File: src/rtl/ahbl_apb_bridge_n.sv
// AHB-Lite slave to APB4 master bridge with decoded slots, PREADY wait states, PSLVERR,
// PSTRB generation, unmapped-slot error and PREADY timeout.
module ahbl_apb_bridge_n #(
    parameter int unsigned NUM_SLAVES     = 8,
    parameter int unsigned SLV_SHIFT      = 12,
    parameter int unsigned TIMEOUT_CYCLES = 256
) (
    input  logic                     clk,
    input  logic                     rstn,
    input  logic                     hsel,
    input  logic [31:0]              haddr,
    input  logic [1:0]               htrans,
    input  logic                     hwrite,
    input  logic [2:0]               hsize,
    input  logic [31:0]              hwdata,
    input  logic                     hready,
    output logic                     hreadyout,
    output logic                     hresp,
    output logic [31:0]              hrdata,
    output logic [31:0]              paddr,
    output logic                     pwrite,
    output logic [31:0]              pwdata,
    output logic [3:0]               pstrb,
    output logic [NUM_SLAVES-1:0]    psel,
    output logic                     penable,
    input  logic [32*NUM_SLAVES-1:0] prdata,
    input  logic [NUM_SLAVES-1:0]    pready,
    input  logic [NUM_SLAVES-1:0]    pslverr
);
    localparam int unsigned IDX_W = (NUM_SLAVES > 1) ? $clog2(NUM_SLAVES) : 1;

    typedef enum logic [2:0] {StIdle, StSetup, StAccess, StErr1, StErr2} state_e;

    state_e           state_q;
    logic [IDX_W-1:0] slot_q;
    logic [31:0]      cnt_q;

    logic [IDX_W-1:0] addr_slot;
    logic             accept;
    logic             slot_ok;
    logic             cur_ready;
    logic             cur_err;
    logic [31:0]      cur_rdata;
    logic             timed_out;
    logic [3:0]       strb;
    logic             unused_htrans;

    assign addr_slot     = haddr[SLV_SHIFT +: IDX_W];
    assign accept        = hsel & htrans[1] & hready;
    assign slot_ok       = 32'(addr_slot) < NUM_SLAVES;
    assign cur_ready     = pready[slot_q];
    assign cur_err       = pslverr[slot_q];
    assign cur_rdata     = prdata[{slot_q, 5'b00000} +: 32];
    assign timed_out     = (TIMEOUT_CYCLES != 0) && (cnt_q == 32'(TIMEOUT_CYCLES - 1));
    assign pwdata        = hwdata;
    assign unused_htrans = htrans[0];

    always_comb begin
        strb = 4'b1111;
        case (hsize)
            3'b000:  strb = 4'b0001 << haddr[1:0];
            3'b001:  strb = 4'b0011 << {haddr[1], 1'b0};
            default: strb = 4'b1111;
        endcase
    end

    always_ff @(posedge clk) begin
        if (!rstn) begin
            state_q   <= StIdle;
            slot_q    <= '0;
            cnt_q     <= '0;
            hreadyout <= 1'b1;
            hresp     <= 1'b0;
            hrdata    <= '0;
            paddr     <= '0;
            pwrite    <= 1'b0;
            pstrb     <= '0;
            psel      <= '0;
            penable   <= 1'b0;
        end else begin
            case (state_q)
                StIdle, StErr2: begin
                    if (accept) begin
                        hreadyout <= 1'b0;
                        if (slot_ok) begin
                            paddr   <= haddr;
                            pwrite  <= hwrite;
                            pstrb   <= hwrite ? strb : 4'b0000;
                            slot_q  <= addr_slot;
                            psel    <= NUM_SLAVES'(1) << addr_slot;
                            hresp   <= 1'b0;
                            state_q <= StSetup;
                        end else begin
                            // Unmapped slot: error response without touching APB
                            hresp   <= 1'b1;
                            state_q <= StErr1;
                        end
                    end else begin
                        hresp   <= 1'b0;
                        state_q <= StIdle;
                    end
                end
                StSetup: begin
                    penable <= 1'b1;
                    state_q <= StAccess;
                end
                StAccess: begin
                    if (cur_ready || timed_out) begin
                        psel    <= '0;
                        penable <= 1'b0;
                        cnt_q   <= '0;
                        if (cur_ready && !cur_err) begin
                            hreadyout <= 1'b1;
                            if (!pwrite) begin
                                hrdata <= cur_rdata;
                            end
                            state_q <= StIdle;
                        end else begin
                            hresp   <= 1'b1;
                            state_q <= StErr1;
                        end
                    end else begin
                        cnt_q <= cnt_q + 32'd1;
                    end
                end
                StErr1: begin
                    hreadyout <= 1'b1;
                    state_q   <= StErr2;
                end
                default: state_q <= StIdle;
            endcase
        end
    end
endmodule

File: config.mk
export PLATFORM = sky130hd
export DESIGN_NAME = ahbl_apb_bridge_n
export DESIGN_NICKNAME = d
export VERILOG_FILES = /design/src/rtl/ahbl_apb_bridge_n.sv
export SDC_FILE = /design/constraint.sdc
export NUM_CORES = 1
export LEC_CHECK = 0
export ABC_CLOCK_PERIOD_IN_PS = 2340
export BUFFER_PORTS_ARGS = -buffer_cell sky130_fd_sc_hd__buf_4
export CORE_AREA = 10 10 171 173
export CTS_CLUSTER_DIAMETER = 150
export DETAILED_ROUTE_END_ITERATION = 10
export DIE_AREA = 0 0 181 183
export PLACE_DENSITY = 0.57
export SYNTH_ARGS = -nofsm -noshare
export SYNTH_HDL_FRONTEND = slang
export SYNTH_SLANG_ARGS = --single-unit
File: constraint.sdc
create_clock -name clk -period 2.34 [get_ports clk]
set_input_delay 0.585 -clock clk [delete_from_list [all_inputs] [get_ports clk]]
set_output_delay 0.585 -clock clk [all_outputs]
set_load 0.02 [all_outputs]
After elaboration in Yosys (flattened, before gate mapping)
Index checks and enable logic that the tools add are counted.
Widths: inputs -> output; s select.
{"block": "word_totals", "regBits": 118, "out_inout_bits": 112, "word_cells": 68}
{"block": "op_classes", "n_addsub": 1, "order_cmp": 1, "n_eq_ne": 10, "shift": 4, "mux": 23, "n_bitwise": 3, "reduce_logical": 15}
{"op": "$shiftx 256x9->32", "count": 1}
{"op": "$add 32x1->32 const B", "count": 1}
{"op": "$eq 32x8->1 const B", "count": 1}
{"op": "$mux 32", "count": 1}
{"op": "$mux 8", "count": 2}
{"op": "$pmux 8 s2", "count": 1}
{"op": "$pmux 3 s4", "count": 1}
{"op": "$mux 1", "count": 9}
{"op": "$ne 2x2->1 const B", "count": 4}
{"op": "$pmux 4 s2", "count": 1}
{"op": "$reduce_and 4->1", "count": 2}
{"op": "$shl 1x3->8 const A", "count": 1}
{"op": "$bmux 1 s3", "count": 2}
{"op": "$eq 3x1->1 const B", "count": 2}
{"op": "$eq 3x2->1 const B", "count": 2}
{"op": "$logic_not 3->1", "count": 2}
{"op": "$reduce_and 3->1", "count": 2}
{"op": "$lt 3x4->1 const B", "count": 1}
{"op": "$mux 4", "count": 1}
{"op": "$pmux 1 s2", "count": 2}
{"op": "$reduce_and 2->1", "count": 2}
{"op": "$reduce_bool 2->1", "count": 2}
{"op": "$shl 1x2->4 const A", "count": 1}
{"op": "$shl 2x2->4 const A", "count": 1}
{"op": "other kinds (11)", "count": 12}

Longest topological paths before layout
{"block": "depth", "word_depth": 7, "depth_mapped": 8}

Worst setup path after synthesis
No wires, ideal clock.
{"block": "synth_timing", "path_type": "register to register", "start": "register, netlist name paddr[12]", "end": "register hrdata[13]", "setup_time_ns": 0.146, "arrival_ns": 1.973, "t_required_ns": 2.194, "setup_slack_ns": 0.220, "path_stages_with_launch": 7, "n_path_buf": 3, "period_less_slack_ns": 2.120, "cell_sequence": "dfxtp_1 -> buf_2 -> buf_2 -> buf_2 -> mux4_2 -> mux2i_1 -> a211oi_2"}
{"item": "to (signal assigned)", "line": "115", "text": "hrdata <= cur_rdata;"}
{"item": "to (decl)", "line": "19", "text": "output logic [31:0] hrdata,"}

==> qor.yml <==
status: "complete, no violations"
syn_inst: 676
worst_pin_slew_ps: 582
layoutNonFillerInstCount: 1374
gp_congestion: 0.888
final.min_clock_period_ps: 2190
critPathLaunchType: "flip-flop"
path_buf_inv: 1
totalWireLength_um: 29600
viasPerCell: 4.75
p_leak_nw: 4.27
crit_path_end_kind: "flip-flop"
numCtsBuffers: 17
drtAntennaViolNets: 0
antenna_found_initial: 2
final_util_pct: 41.2
synth_ff_type: "dfxtp_1"
synth_fp_nets: 1023
clock_sinks: 115
avgSynthCellArea_um2: 10.1
cp-endpoint: "hrdata[4]"
setup_viol: 0
grt_max_degree: 49
finalHoldViolCount: 0
die_w_um: 181
power_density_mw_per_mm2: 546
core_mm2: 0.0258
clockBufferDepth: 2
crit_arrival_ps: 2530
drt-initial-drc-count: 266
synth_edf_count: 0
peakVddDrop_uv: 453
cts-root-buf: "clkbuf_16"
slew_viol_final: 0
area_growth_pct: 55.0
holdBufCountCts: 0
grt_pass1_vias: 6662
rr_endpoint: "hrdata[4]"
fin_crit_sh_pct: 93.8
seq_area_mm2: 0.00231
synth.distinct_cells: 42
layout.cells.most_common_list: "buf_4, dfxtp_1, nand2_1"
max_freq_ghz: 0.456
layout_commonest_cell: "buf_4"
holdWs_ps: 419
layout.filler_cells: 2578
critPathTopFamily: "multiplexers"
firstDrtPassIters: 4
skew_ps: 12.8
wl_per_cell_um: 21.5
finalPower_w: 0.00580
die_y_um: 183
diodes: 0
io_buffers: 392
pre_cts_ws_ps: -63.7
maxCapViolCount: 0
ff2ff_setup_slack_ps: 150
layout-drive-gt1-share_pct: 53.1
synthTopCellsByArea: "dfxtp_1, mux4_2, mux2i_1, a211oi_2, nand2_1"
dieArea_mm2: 0.0331
relSlewSlack_pct: 60.9
cp.depth: 6
critical-path-max-stage-delay_ps: 540
worst_slack_ps: 146
required_ps: 2680
start_util_pct: 26.6
std_cell_rows: 59
netlist.area_leader.share_pct: 33.6
slowest_stage: "mux4_2"
crit_fanout: 16
multi_input_area_mm2: 0.00405
grt.total_usage_pct: 16.5
nNetsFinal: 1373
placed_cells: 1340
cp_cell_sequence: "mux4_2, mux2i_1, nor4b_4, buf_4, nor2_1, a211oi_2"
syn_area_mm2: 0.00685
ioPinCount: 458
synth_area_leader_cell: "dfxtp_1"
clk_pin_slew_ps: 60
cts_tree: "yes"
gr-total-overflow: 0
grt_pass1_wl_um: 42500
reg2regPathDepth: 6
drc_errors: 0
clk_latency_ps: 410
async_flop_share_pct: 0
setup.worst_path.start: "paddr[12]"
crit_type: "flip-flop to flip-flop"
worstReg2RegStart: "paddr[12]"
ys_ff_latch: 115
hold_path_class: "input pin to flip-flop"
rsz0062_at_grt: "no"
ys_seq_area_share_pct: 33.6
vias: 6531
hpwl_um: 24000
yosys_warnings: 0
cts_htree_levels: 4
[metal layers]
metal	global-route usage (%)	wire length (µm)	vias to the layer above
met5	0	13	-
met1	20.3	12500	3079
met2	26.8	14100	289
met4	3.35	180	2
li1	-	-	3147
met3	6.83	2740	14
[flip-flops by register name (all words and copies together) (netlist names), 3 cells and up]
| name | flops |
|---|---|
| cnt_q | 32 |
| hrdata | 32 |
| paddr | 32 |
| psel | 8 |
| pstrb | 4 |
| state_q | 3 |
[cell families (layout without fill, tap and decap cells)]
kind of cell             count (synthesis)  after routing  synth area share, %
adder cells (fa/ha/maj)                  1              1                0.183
flip-flops                             115            115                 33.6
AO/OA/AOI/OAI                           90             90                 10.4
XOR/XNOR                                31             31                 3.96
AND/OR/NAND/NOR                        237            237                 15.7
multiplexers                           110            110                 28.5
buffers and inverters                   92            455                 7.58
[stage by stage]
stage / TNS (ps) / cell area (µm²)
3_3_place_gp: -8.03 / 9960
3_5_place_dp: -1360 / 9960
6_report: 0 / 10600
4_1_cts: 0 / 10600
5_1_grt: 0 / 10600
2_1_floorplan: 0 / 6850
[area by class of cell]
cell class,count,area share [%]
multi-input combinational,469,38.1
tap,335,3.95
clock inverter,11,1.41
sequential,115,21.8
inverter,7,0.259
clock buffer,21,4.43
timing repair buffer,416,30.1
[synthesized netlist by cell type, drive strengths merged (2+ instances only)]
master	n
a211oi	33
clkbuf	30
xor2	15
and3	4
and2	4
and4	8
mux2i	42
nand2	89
nand4	9
a22oi	2
o211ai	2
inv	7
nor3	10
a21oi	40
nand3	21
o21ai	7
nor2b	5
nand2b	4
mux4	68
dfxtp	115
buf	55
nor2	71
nor4	9
xnor2	16
[worst register-to-register path, delay by kind of cell, from the launching register on]
family	cells	cell delay, ps
flops	1	460
compound gates	1	180
mux	2	750
simple gates	2	430
buf+inv	1	310
[how the worst min path moves through the flow]
stage / from / endpoint / slack, ps / depth (start not counted)
floorplan: cnt_q[1] / cnt_q[1] / 440 / 2
global placement: paddr[26] / paddr[26] / 440 / 2
detailed placement: paddr[16] / paddr[16] / 450 / 2
CTS: haddr[22] / paddr[22] / 400 / 3
global route: haddr[20] / paddr[20] / 400 / 3
finish: haddr[2] / paddr[2] / 420 / 3
[where the power goes]
part	switching (W)	internal (W)
sequential	0.0000324	0.00200
combinational	0.000409	0.000625
clock	0.000967	0.00177
[repair_timing]
item | in CTS | in global routing
endpoints found under the setup margin | 0 | 5
buffers inserted | 0 | 1
gates resized for setup | 0 | 3
hold endpoints to repair | 0 | 0
(Power assumes the default switching activity.)
